`src/rtl/pipeline_pkg.sv`:
```
// Shared types for the ID/EX stage: ALU operation codes, forwarding selects
// and the control bundle carried down the pipe.
package pipeline_pkg;

    typedef enum logic [3:0] {
        ALU_AND = 4'b0000,
        ALU_OR  = 4'b0001,
        ALU_ADD = 4'b0010,
        ALU_XOR = 4'b0011,
        ALU_SLL = 4'b0100,
        ALU_SRL = 4'b0101,
        ALU_SUB = 4'b0110,
        ALU_SRA = 4'b0111,
        ALU_BEQ = 4'b1000,
        ALU_BLT = 4'b1001,
        ALU_BGE = 4'b1010,
        ALU_BNE = 4'b1011,
        ALU_SLT = 4'b1100
    } alu_op_t;

    typedef enum logic [1:0] {
        FWD_RF  = 2'd0,
        FWD_EXM = 2'd1,
        FWD_MWB = 2'd2
    } fwd_sel_t;

    typedef struct packed {
        logic regwrite;
        logic memread;
        logic memwrite;
        logic memtoreg;
        logic branch;
    } ex_ctrl_t;

    // Control of an empty slot: nothing written, nothing accessed.
    localparam ex_ctrl_t BUBBLE = '0;

endpackage

```
`src/rtl/forwarding_unit.sv`:
```
// Operand forwarding selection for both ALU source registers.
// EX/MEM has priority over MEM/WB; register x0 is never forwarded.
module forwarding_unit
    import pipeline_pkg::*;
#(
    parameter int REG_ADDR_W = 5
) (
    input  logic [REG_ADDR_W-1:0] i_ex_rs1,
    input  logic [REG_ADDR_W-1:0] i_ex_rs2,
    input  logic [REG_ADDR_W-1:0] i_exm_rd,
    input  logic                  i_exm_regwrite,
    input  logic [REG_ADDR_W-1:0] i_mwb_rd,
    input  logic                  i_mwb_regwrite,
    output fwd_sel_t              o_fwd_a,
    output fwd_sel_t              o_fwd_b
);

    function automatic fwd_sel_t pick_source(
        input logic [REG_ADDR_W-1:0] rs,
        input logic [REG_ADDR_W-1:0] exm_rd,
        input logic                  exm_we,
        input logic [REG_ADDR_W-1:0] mwb_rd,
        input logic                  mwb_we
    );
        fwd_sel_t sel;
        sel = FWD_RF;
        if (exm_we && (exm_rd != '0) && (exm_rd == rs))
            sel = FWD_EXM;
        else if (mwb_we && (mwb_rd != '0) && (mwb_rd == rs))
            sel = FWD_MWB;
        return sel;
    endfunction

    // Resolve the data source for each operand independently
    always_comb begin
        o_fwd_a = pick_source(i_ex_rs1, i_exm_rd, i_exm_regwrite, i_mwb_rd, i_mwb_regwrite);
        o_fwd_b = pick_source(i_ex_rs2, i_exm_rd, i_exm_regwrite, i_mwb_rd, i_mwb_regwrite);
    end

endmodule

```
`src/rtl/id_ex_stage.sv`:
```
// ID/EX pipeline register with execute-side operand forwarding and
// load-use hazard detection. Bubbles are inserted on flush or load-use.
module id_ex_stage
    import pipeline_pkg::*;
#(
    parameter int DATA_WIDTH    = 32,
    parameter int OPCODE_LENGTH = 4,
    parameter int REG_ADDR_W    = 5
) (
    input  logic                     clk,
    input  logic                     rst_n,
    input  logic                     id_valid,
    input  logic [DATA_WIDTH-1:0]    id_pc,
    input  logic [DATA_WIDTH-1:0]    id_rs1_data,
    input  logic [DATA_WIDTH-1:0]    id_rs2_data,
    input  logic [DATA_WIDTH-1:0]    id_imm,
    input  logic [REG_ADDR_W-1:0]    id_rs1,
    input  logic [REG_ADDR_W-1:0]    id_rs2,
    input  logic [REG_ADDR_W-1:0]    id_rd,
    input  logic [OPCODE_LENGTH-1:0] id_alu_op,
    input  logic                     id_alu_src,
    input  logic [4:0]               id_ctrl,
    input  logic                     stall,
    input  logic                     flush,
    input  logic [REG_ADDR_W-1:0]    exm_rd,
    input  logic                     exm_regwrite,
    input  logic [DATA_WIDTH-1:0]    exm_result,
    input  logic [REG_ADDR_W-1:0]    mwb_rd,
    input  logic                     mwb_regwrite,
    input  logic [DATA_WIDTH-1:0]    mwb_result,
    output logic [DATA_WIDTH-1:0]    SrcA,
    output logic [DATA_WIDTH-1:0]    SrcB,
    output logic [OPCODE_LENGTH-1:0] Operation,
    output logic [DATA_WIDTH-1:0]    ex_store_data,
    output logic                     ex_valid,
    output logic [DATA_WIDTH-1:0]    ex_pc,
    output logic [DATA_WIDTH-1:0]    ex_imm,
    output logic [REG_ADDR_W-1:0]    ex_rd,
    output logic [4:0]               ex_ctrl,
    output logic                     load_use_hazard
);

    logic                     r_valid;
    logic [DATA_WIDTH-1:0]    r_pc;
    logic [DATA_WIDTH-1:0]    r_rs1_data;
    logic [DATA_WIDTH-1:0]    r_rs2_data;
    logic [DATA_WIDTH-1:0]    r_imm;
    logic [REG_ADDR_W-1:0]    r_rs1;
    logic [REG_ADDR_W-1:0]    r_rs2;
    logic [REG_ADDR_W-1:0]    r_rd;
    logic [OPCODE_LENGTH-1:0] r_alu_op;
    logic                     r_alu_src;
    ex_ctrl_t                 r_ctrl;

    logic                     w_load_use;
    fwd_sel_t                 w_fwd_a;
    fwd_sel_t                 w_fwd_b;
    logic [DATA_WIDTH-1:0]    w_fwd_rs1;
    logic [DATA_WIDTH-1:0]    w_fwd_rs2;

    // A load in EX whose destination feeds the instruction in ID must wait a cycle
    assign w_load_use = r_valid & r_ctrl.memread & (r_rd != '0) &
                        ((r_rd == id_rs1) | (r_rd == id_rs2));

    // Pipeline register: flush beats stall, stall beats the load-use bubble
    always_ff @(posedge clk or negedge rst_n) begin
        if (!rst_n) begin
            r_valid    <= 1'b0;
            r_pc       <= '0;
            r_rs1_data <= '0;
            r_rs2_data <= '0;
            r_imm      <= '0;
            r_rs1      <= '0;
            r_rs2      <= '0;
            r_rd       <= '0;
            r_alu_op   <= '0;
            r_alu_src  <= 1'b0;
            r_ctrl     <= BUBBLE;
        end else if (flush || (!stall && w_load_use)) begin
            r_valid    <= 1'b0;
            r_pc       <= '0;
            r_rs1_data <= '0;
            r_rs2_data <= '0;
            r_imm      <= '0;
            r_rs1      <= '0;
            r_rs2      <= '0;
            r_rd       <= '0;
            r_alu_op   <= '0;
            r_alu_src  <= 1'b0;
            r_ctrl     <= BUBBLE;
        end else if (!stall) begin
            r_valid    <= id_valid;
            r_pc       <= id_pc;
            r_rs1_data <= id_rs1_data;
            r_rs2_data <= id_rs2_data;
            r_imm      <= id_imm;
            r_rs1      <= id_rs1;
            r_rs2      <= id_rs2;
            r_rd       <= id_rd;
            r_alu_op   <= id_alu_op;
            r_alu_src  <= id_alu_src;
            r_ctrl     <= ex_ctrl_t'(id_ctrl);
        end
    end

    forwarding_unit #(
        .REG_ADDR_W(REG_ADDR_W)
    ) u_fwd (
        .i_ex_rs1      (r_rs1),
        .i_ex_rs2      (r_rs2),
        .i_exm_rd      (exm_rd),
        .i_exm_regwrite(exm_regwrite),
        .i_mwb_rd      (mwb_rd),
        .i_mwb_regwrite(mwb_regwrite),
        .o_fwd_a       (w_fwd_a),
        .o_fwd_b       (w_fwd_b)
    );

    // Operand muxes: forwarded values, then immediate select for SrcB
    always_comb begin
        w_fwd_rs1 = r_rs1_data;
        w_fwd_rs2 = r_rs2_data;
        case (w_fwd_a)
            FWD_EXM: w_fwd_rs1 = exm_result;
            FWD_MWB: w_fwd_rs1 = mwb_result;
            default: w_fwd_rs1 = r_rs1_data;
        endcase
        case (w_fwd_b)
            FWD_EXM: w_fwd_rs2 = exm_result;
            FWD_MWB: w_fwd_rs2 = mwb_result;
            default: w_fwd_rs2 = r_rs2_data;
        endcase
    end

    assign SrcA            = w_fwd_rs1;
    assign SrcB            = r_alu_src ? r_imm : w_fwd_rs2;
    assign ex_store_data   = w_fwd_rs2;
    assign Operation       = r_alu_op;
    assign ex_valid        = r_valid;
    assign ex_pc           = r_pc;
    assign ex_imm          = r_imm;
    assign ex_rd           = r_rd;
    assign ex_ctrl         = r_ctrl;
    assign load_use_hazard = w_load_use;

endmodule
```
`config.mk`:
```
export PLATFORM = sky130hd
export DESIGN_NAME = id_ex_stage
export DESIGN_NICKNAME = d
export VERILOG_FILES = /design/src/rtl/pipeline_pkg.sv /design/src/rtl/forwarding_unit.sv /design/src/rtl/id_ex_stage.sv
export SDC_FILE = /design/constraint.sdc
export NUM_CORES = 1
export LEC_CHECK = 0
export ABC_AREA = 1
export CAP_MARGIN = 20
export CORE_UTILIZATION = 30
export DETAILED_ROUTE_END_ITERATION = 8
export GPL_ROUTABILITY_DRIVEN = 1
export PLACE_DENSITY_LB_ADDON = 0.2
export SETUP_SLACK_MARGIN = 0.15
export SLEW_MARGIN = 20
export SYNTH_ARGS = -nofsm -noshare
export SYNTH_HDL_FRONTEND = slang
export SYNTH_SLANG_ARGS = --single-unit
```
`constraint.sdc`:
```
create_clock -name clk -period 3.6 [get_ports clk]
set_input_delay 1.08 -clock clk [delete_from_list [all_inputs] [get_ports clk]]
set_output_delay 1.08 -clock clk [all_outputs]
set_load 0.02 [all_outputs]
```
==> results of run 1 <==
flip-flops by register name, summed over array words and instances, names as in the netlist, 4 cells and up:
register,count
r_rs1,5
ex_pc,32
r_rs2,5
ex_ctrl,5
ex_imm,32
r_rs2_data,32
r_rs1_data,32
ex_rd,5
Operation,4
power by group:
group	internal, mW	switching [mW]
combinational	0.913	0.909
sequential	1.84	0.109
clock	1.05	0.872
total	3.80	1.89
cells by family (layout without fill, tap and decap cells):
group | after synthesis | after routing | share of synthesized area (%)
AND/OR/NAND/NOR | 723 | 724 | 36.4
flip-flops | 154 | 154 | 45.8
XOR/XNOR | 24 | 24 | 2.50
other | 0 | 2 | 0
AO/OA/AOI/OAI | 155 | 155 | 9.22
buffers and inverters | 110 | 649 | 6.15
cell usage after synthesis:
master / n
inv_2: 3
dfrtp_1: 154
buf_1: 3
buf_2: 24
nand3_1: 167
nor2_2: 1
o21ai_0: 94
nor2b_1: 1
nand3_4: 1
buf_6: 10
nor3_1: 3
nor2_4: 2
nand4_1: 32
xnor2_1: 10
nand2_4: 1
xor2_1: 14
clkbuf_1: 52
o21ai_1: 60
inv_1: 18
nand2_2: 1
a21oi_1: 1
nand3b_1: 2
or2_0: 1
nor2_1: 17
nand2_1: 494
worst reg2reg max path: cells and delay by family (launching register included):
family	cells	cell delay, ns
DFF	1	0.46
and+or+nand+nor	5	0.71
AOI/OAI and AO/OA	2	0.34
buffers and inverters	2	0.49
what timing repair did:
action	4_1_cts	5_1_grt
buffers inserted	54	27
pin swaps	70	98
resized for setup	919	234
hold endpoints to repair	0	0
endpoints found under the setup margin	97	97
gates cloned	21	4
area by class of cell:
| type | instances | area (sq um) | share of cell area (%) |
|---|---|---|---|
| Timing Repair Buffer | 596 | 6850 | 38.2 |
| Multi-Input combinational cell | 903 | 6020 | 33.6 |
| Sequential cell | 154 | 3850 | 21.5 |
| Tap cell | 372 | 465 | 2.60 |
| Clock buffer | 18 | 429 | 2.39 |
| Clock inverter | 14 | 176 | 0.984 |
| Inverter | 21 | 115 | 0.642 |
| Antenna cell | 2 | 5.00 | 0.0279 |
layer usage:
layer  up-vias  wire length (um)
met5         -                12
met4         2              1540
met3       129              3710
met2       591             22800
met1      5317             18200
li1       4898                 -
worst paths after layout:
| path | startpoint | to | slack [ns] | depth (start not counted) |
|---|---|---|---|---|
| worst max-delay path | mwb_rd[4] | SrcB[26] | -0.19 | 14 |
| worst min-delay path | ex_pc[31]$_DFFE_PN0P_ | ex_pc[31]$_DFFE_PN0P_ | 0.49 | 2 |
| worst max register to register | ex_rd[1]$_DFFE_PN0P_ | r_rs1_data[2]$_DFFE_PN0P_ | 1.46 | 9 |
| worst min register to register | ex_pc[31]$_DFFE_PN0P_ | ex_pc[31]$_DFFE_PN0P_ | 0.49 | 2 |
| max in group asynchronous | rst_n | r_rs1_data[2]$_DFFE_PN0P_ | 2.16 | 2 |
| min in group asynchronous | rst_n | Operation[2]$_DFFE_PN0P_ | 0.67 | 1 |
==> metrics.md, run 1 <==
| Metric | Value |
|---|---|
| Total power draw | 5.69 mW |
| Worst path bufs/invs | 7 |
| Remaining Overflow, GRT | 0 |
| Met2 Track Usage GR | 49.7% |
| Largest net degree at the start of global routing | 155 |
| Total GRT Usage | 29.7% |
| Final WS setup | -0.194 ns |
| DRT iter0 DRCs | 1023 |
| Critical-path cell list | buf_8 > xnor2_4 > buf_6 > nand3_4 > nor2_4 > buf_6 > buf_12 > buf_12 > buf_6 > nand3_2 > nand3_2 > nand2_1 > nand2_1 > buf_6 |
| Port bufs | 409 |
| Worst hold path class | reg -> reg |
| CP max stage cell | xnor2_4 |
| Synth warn | 0 |
| Final Skew | 0.0150 ns |
| Slew @ Worst Pin | 1.10 ns |
| Vias in the first global route | 10618 |
| GR peak layer | met2 |
| Top Ports | 410 |
| Area growth, synth to finish | 113% |
| Post-synth top area share | 45.8% |
| Yosys top cell by area | dfrtp_1 |
| CP required | 2.52 ns |
| Leak | 7.98 nW |
| Worst-skew pair later-pin latency | 0.43 ns |
| Netlist Area Pre-Place | 8420 sq um |
| CTS root buf | clkbuf_16 |
| # clock sinks | 154 |
| H-tree depth | 4 |
| Hpwl dp | 27200 um |
| Fin. Hold Viols | 0 |
| Met1 Usage GRT | 38.0% |
| Initial antenna violation count | 3 |
| Distinct cells, synth | 25 |
| Slew Viols, Final | 0 |
| Min Tclk post-route | 3.79 ns |
| Setup repair after global routing missed its margin | yes |
| # fillers | 2089 |
| Die ar. | 28700 sq um |
| Pre-CTS setup slack | -0.911 ns |
| DP Area | 13400 sq um |
| First-pass GRT wire length | 64400 um |
| Leading cell types in the layout, fill and taps excluded | nand2_1 (393), clkdlybuf4s50_1 (297), buf_6 (171), dfrtp_1 (153), o21ai_0 (94) |
| Layout Utilization | 65.8% |
| CTS tree | built |
| Met3 Use GR | 6.95% |
| CTS Hold Bufs | 0 |
| DR WL/cell | 22.2 um |
| Setup TNS | -5.22 ns |
| Most frequent CP cell | buf_6 |
| Fmax | 264 MHz |
| Final instance area | 17900 sq um |
| Violated checks | setup timing |
| Final setup violation count | 78 |
| Synth Area per Inst | 7.22 sq um |
| Antenna Nets Post-Route | 0 |
| Non-Filler Instances | 2080 |
| Post-synthesis sequential area ratio | 45.8% |
| Arrival time worst endpoint | 2.71 ns |
| Num CTS Buffers | 17 |
| Critical path's top delay family | buffers and inverters |
| Worst vdd ir | 0.293 mV |
| Die Span Y | 170 um |
| Tcrit/Tclk final | 105% |
| Synthesized Nets | 1400 |
| Headroom to the max-slew limit | 26.8% |
| WL final | 46300 um |
| Post-Place Cells | 1940 |
| Starting density of the core | 30.9% |
| Status | finished, violations left |
| Hold Slack | 0.485 ns |
| Core Area | 27300 sq um |
| Crit path max fanout | 6 |
| DR vias | 10937 |
| Cells after Synth | 1166 |
| Num rows | 60 |
| Seq cells post-synth | 154 |
| Max clock buf depth | 2 |
| Crit Path Class | in -> out |
| Routability cong. | 0.904 |
| PwrDens | 318 nW/um^2 |
| Number of detailed-routing iterations run before antenna repair | 5 |
| Peak per-stage delay on the critical path | 0.16 ns |
| Die W | 170 um |
| DR vias/cell | 5.26 |
| DRC violations left | 0 |
| Crit path launch type | input port |
| Synth top area cells | dfrtp_1 (46%), nand2_1 (22%), nand3_1 (9.9%), o21ai_0 (5.6%), o21ai_1 (3.6%) |
| Final nets | 1927 |
| Layout cells sized above 1 | 36.4% |
| CTS clk-pin slew, worst paths | 0.07 ns |
| Commonest non-fill, non-tap cell in the layout | nand2_1 |
| Max Cap Viol | 0 |
| Nature of the critical path endpoint | primary output |
Power figures use the tool's default switching activity.
==> run 2, diff against run 1 <==
--- a/config.mk
+++ b/config.mk
@@ -11,6 +11,7 @@
 export DETAILED_ROUTE_END_ITERATION = 8
 export GPL_ROUTABILITY_DRIVEN = 1
 export PLACE_DENSITY_LB_ADDON = 0.2
+export RECOVER_POWER = 50
 export SETUP_SLACK_MARGIN = 0.15
 export SLEW_MARGIN = 20
 export SYNTH_ARGS = -nofsm -noshare
==> metrics.md, run 2 (synthesis gave the netlist of run 1 again) <==
| Metric | Value |
|---|---|
| Status | finished, violations left |
| Violated checks | capacitance limit, slew limit, setup timing |
| Routability cong. | 0.904 (unchanged) |
| Arrival time worst endpoint | 2.72 ns (about the same) |
| Pre-CTS setup slack | -0.911 ns (unchanged) |
| Min Tclk post-route | 3.80 ns (+0.00348 ns) |
| First-pass GRT wire length | 64400 um (unchanged) |
| Worst vdd ir | 0.288 mV (-1.7%) |
| Die Span Y | 170 um (unchanged) |
| DR vias | 10908 (-0.27%) |
| DRT iter0 DRCs | 955 (-6.6%) |
| Slew @ Worst Pin | 1.97 ns (+0.867 ns) |
| Final Skew | 0.0136 ns (-0.00141 ns) |
| Core Area | 27300 sq um (unchanged) |
| Final WS setup | -0.197 ns (-0.00348 ns) |
| Crit path launch type | input port |
| Die W | 170 um (unchanged) |
| PwrDens | 318 nW/um^2 (about the same) |
| Fmax | 263 MHz (about the same) |
| Total GRT Usage | 29.7% (unchanged) |
| Top Ports | 410 (unchanged) |
| DR WL/cell | 22.2 um (about the same) |
| DR vias/cell | 5.24 (-0.27%) |
| Max clock buf depth | 2 (unchanged) |
| Crit Path Class | in -> out |
| Largest net degree at the start of global routing | 155 (unchanged) |
| Initial antenna violation count | 3 (unchanged) |
| # clock sinks | 154 (unchanged) |
| H-tree depth | 4 (unchanged) |
| Slew Viols, Final | 74 (+74) |
| Setup repair after global routing missed its margin | yes |
| Setup TNS | -5.31 ns (-0.0919 ns) |
| Headroom to the max-slew limit | -31.0% (-58 points) |
| CTS clk-pin slew, worst paths | 0.07 ns (about the same) |
| Final setup violation count | 77 (-1.3%) |
| Area growth, synth to finish | 112% |
| Worst-skew pair later-pin latency | 0.43 ns (about the same) |
| DRC violations left | 0 (unchanged) |
| Num rows | 60 (unchanged) |
| Tcrit/Tclk final | 105% (about the same) |
| Leading cell types in the layout, fill and taps excluded | nand2_1 (396), clkdlybuf4s50_1 (271), buf_6 (170), dfrtp_1 (153), o21ai_0 (94) |
| CP required | 2.52 ns (about the same) |
| Leak | 8.03 nW (+0.55%) |
| Remaining Overflow, GRT | 0 (unchanged) |
| Starting density of the core | 30.9% (unchanged) |
| Die ar. | 28700 sq um (unchanged) |
| Total power draw | 5.68 mW (-0.23%) |
| Layout cells sized above 1 | 36.0% (-0.35 points) |
| CTS tree | built |
| Nature of the critical path endpoint | primary output |
| Layout Utilization | 65.6% (-0.17 points) |
| Final instance area | 17900 sq um (-0.27%) |
| CTS Hold Bufs | 0 (unchanged) |
| Number of detailed-routing iterations run before antenna repair | 6 (+1) |
| Final nets | 1927 (unchanged) |
| DP Area | 13400 sq um (unchanged) |
| Num CTS Buffers | 17 (unchanged) |
| WL final | 46200 um (about the same) |
| Commonest non-fill, non-tap cell in the layout | nand2_1 |
| Vias in the first global route | 10618 (unchanged) |
| Fin. Hold Viols | 0 (unchanged) |
| Worst hold path class | reg -> reg |
| Port bufs | 409 (unchanged) |
| CTS root buf | clkbuf_16 |
| Antenna Nets Post-Route | 0 (unchanged) |
| Hpwl dp | 27200 um (unchanged) |
| Crit path max fanout | 6 (unchanged) |
| Max Cap Viol | 1 (+1) |
## run 2: cell types whose count changed in the layout (fill, tap and decap cells not counted), moves of 3 or more
cell,delta
buf_4,-4
clkdlybuf4s50_1,-26
nand2_1,+3
clkbuf_2,+3
dlygate4sd3_1,+26
clkbuf_1,+3
## run 2: report_power, final
group	switching, mW	internal (mW)
clock	0.871	1.05
combinational	0.908	0.903
sequential	0.108	1.84
total	1.89	3.79
## run 2: what timing repair did
action                     in CTS  in global routing
setup endpoints to repair      97                 97
resized for setup             919                234
setup buffers                  54                 27
gates cloned                   21                  4
pin swaps                      70                 98
## run 2: worst paths after layout
check	endpoint	from	slack, ns	cells past startpoint
max in group asynchronous	r_rs2_data[17]$_DFFE_PN0P_	rst_n	0.58	2
worst min-delay path	ex_ctrl[0]$_DFFE_PN0P_	ex_ctrl[0]$_DFFE_PN0P_	0.49	2
worst max register to register	r_rs1_data[2]$_DFFE_PN0P_	ex_rd[1]$_DFFE_PN0P_	1.11	9
min in group asynchronous	Operation[2]$_DFFE_PN0P_	rst_n	1.18	1
worst max-delay path	SrcB[26]	mwb_rd[4]	-0.20	14
worst min register to register	ex_ctrl[0]$_DFFE_PN0P_	ex_ctrl[0]$_DFFE_PN0P_	0.49	2
## run 2: area by class of cell
| class | instances | area, sq um |
|---|---|---|
| diodes | 2 | 5.00 |
| clock buffers | 18 | 429 |
| clock inverters | 14 | 176 |
| fillers | 2096 | 9380 |
| inverters | 21 | 115 |
| multi-input cells | 903 | 6010 |
| flip-flops and latches | 154 | 3850 |
| well taps | 372 | 465 |
| repair buffers | 596 | 6820 |
## run 2: through the flow
step	hold WS [ns]	cells
floorplan	0.453	1166
global route	0.504	2080
finish	0.485	2080
global placement	0.465	1940
detailed placement	0.474	1940
CTS	0.492	2047
## run 2: routing by layer
metal | vias to the layer above | share of wire [%] | GRT usage, % | wire length, um
li1 | 4902 | - | - | -
met1 | 5276 | 39 | 38.0 | 18000
met2 | 595 | 49 | 49.7 | 22700
met3 | 133 | 8.4 | 6.95 | 3890
met4 | 2 | 3.5 | 8.66 | 1610
met5 | - | 0.026 | 0 | 12
## run 2: worst max-delay path, stage by stage
cell and delay (ns):
buf_8 0.11, xnor2_4 0.16, buf_6 0.14, nand3_4 0.08, nor2_4 0.16, buf_6 0.12
buf_12 0.12, buf_12 0.13, buf_6 0.09, nand3_2 0.07, nand3_2 0.11, nand2_1 0.08
nand2_1 0.11, buf_6 0.12
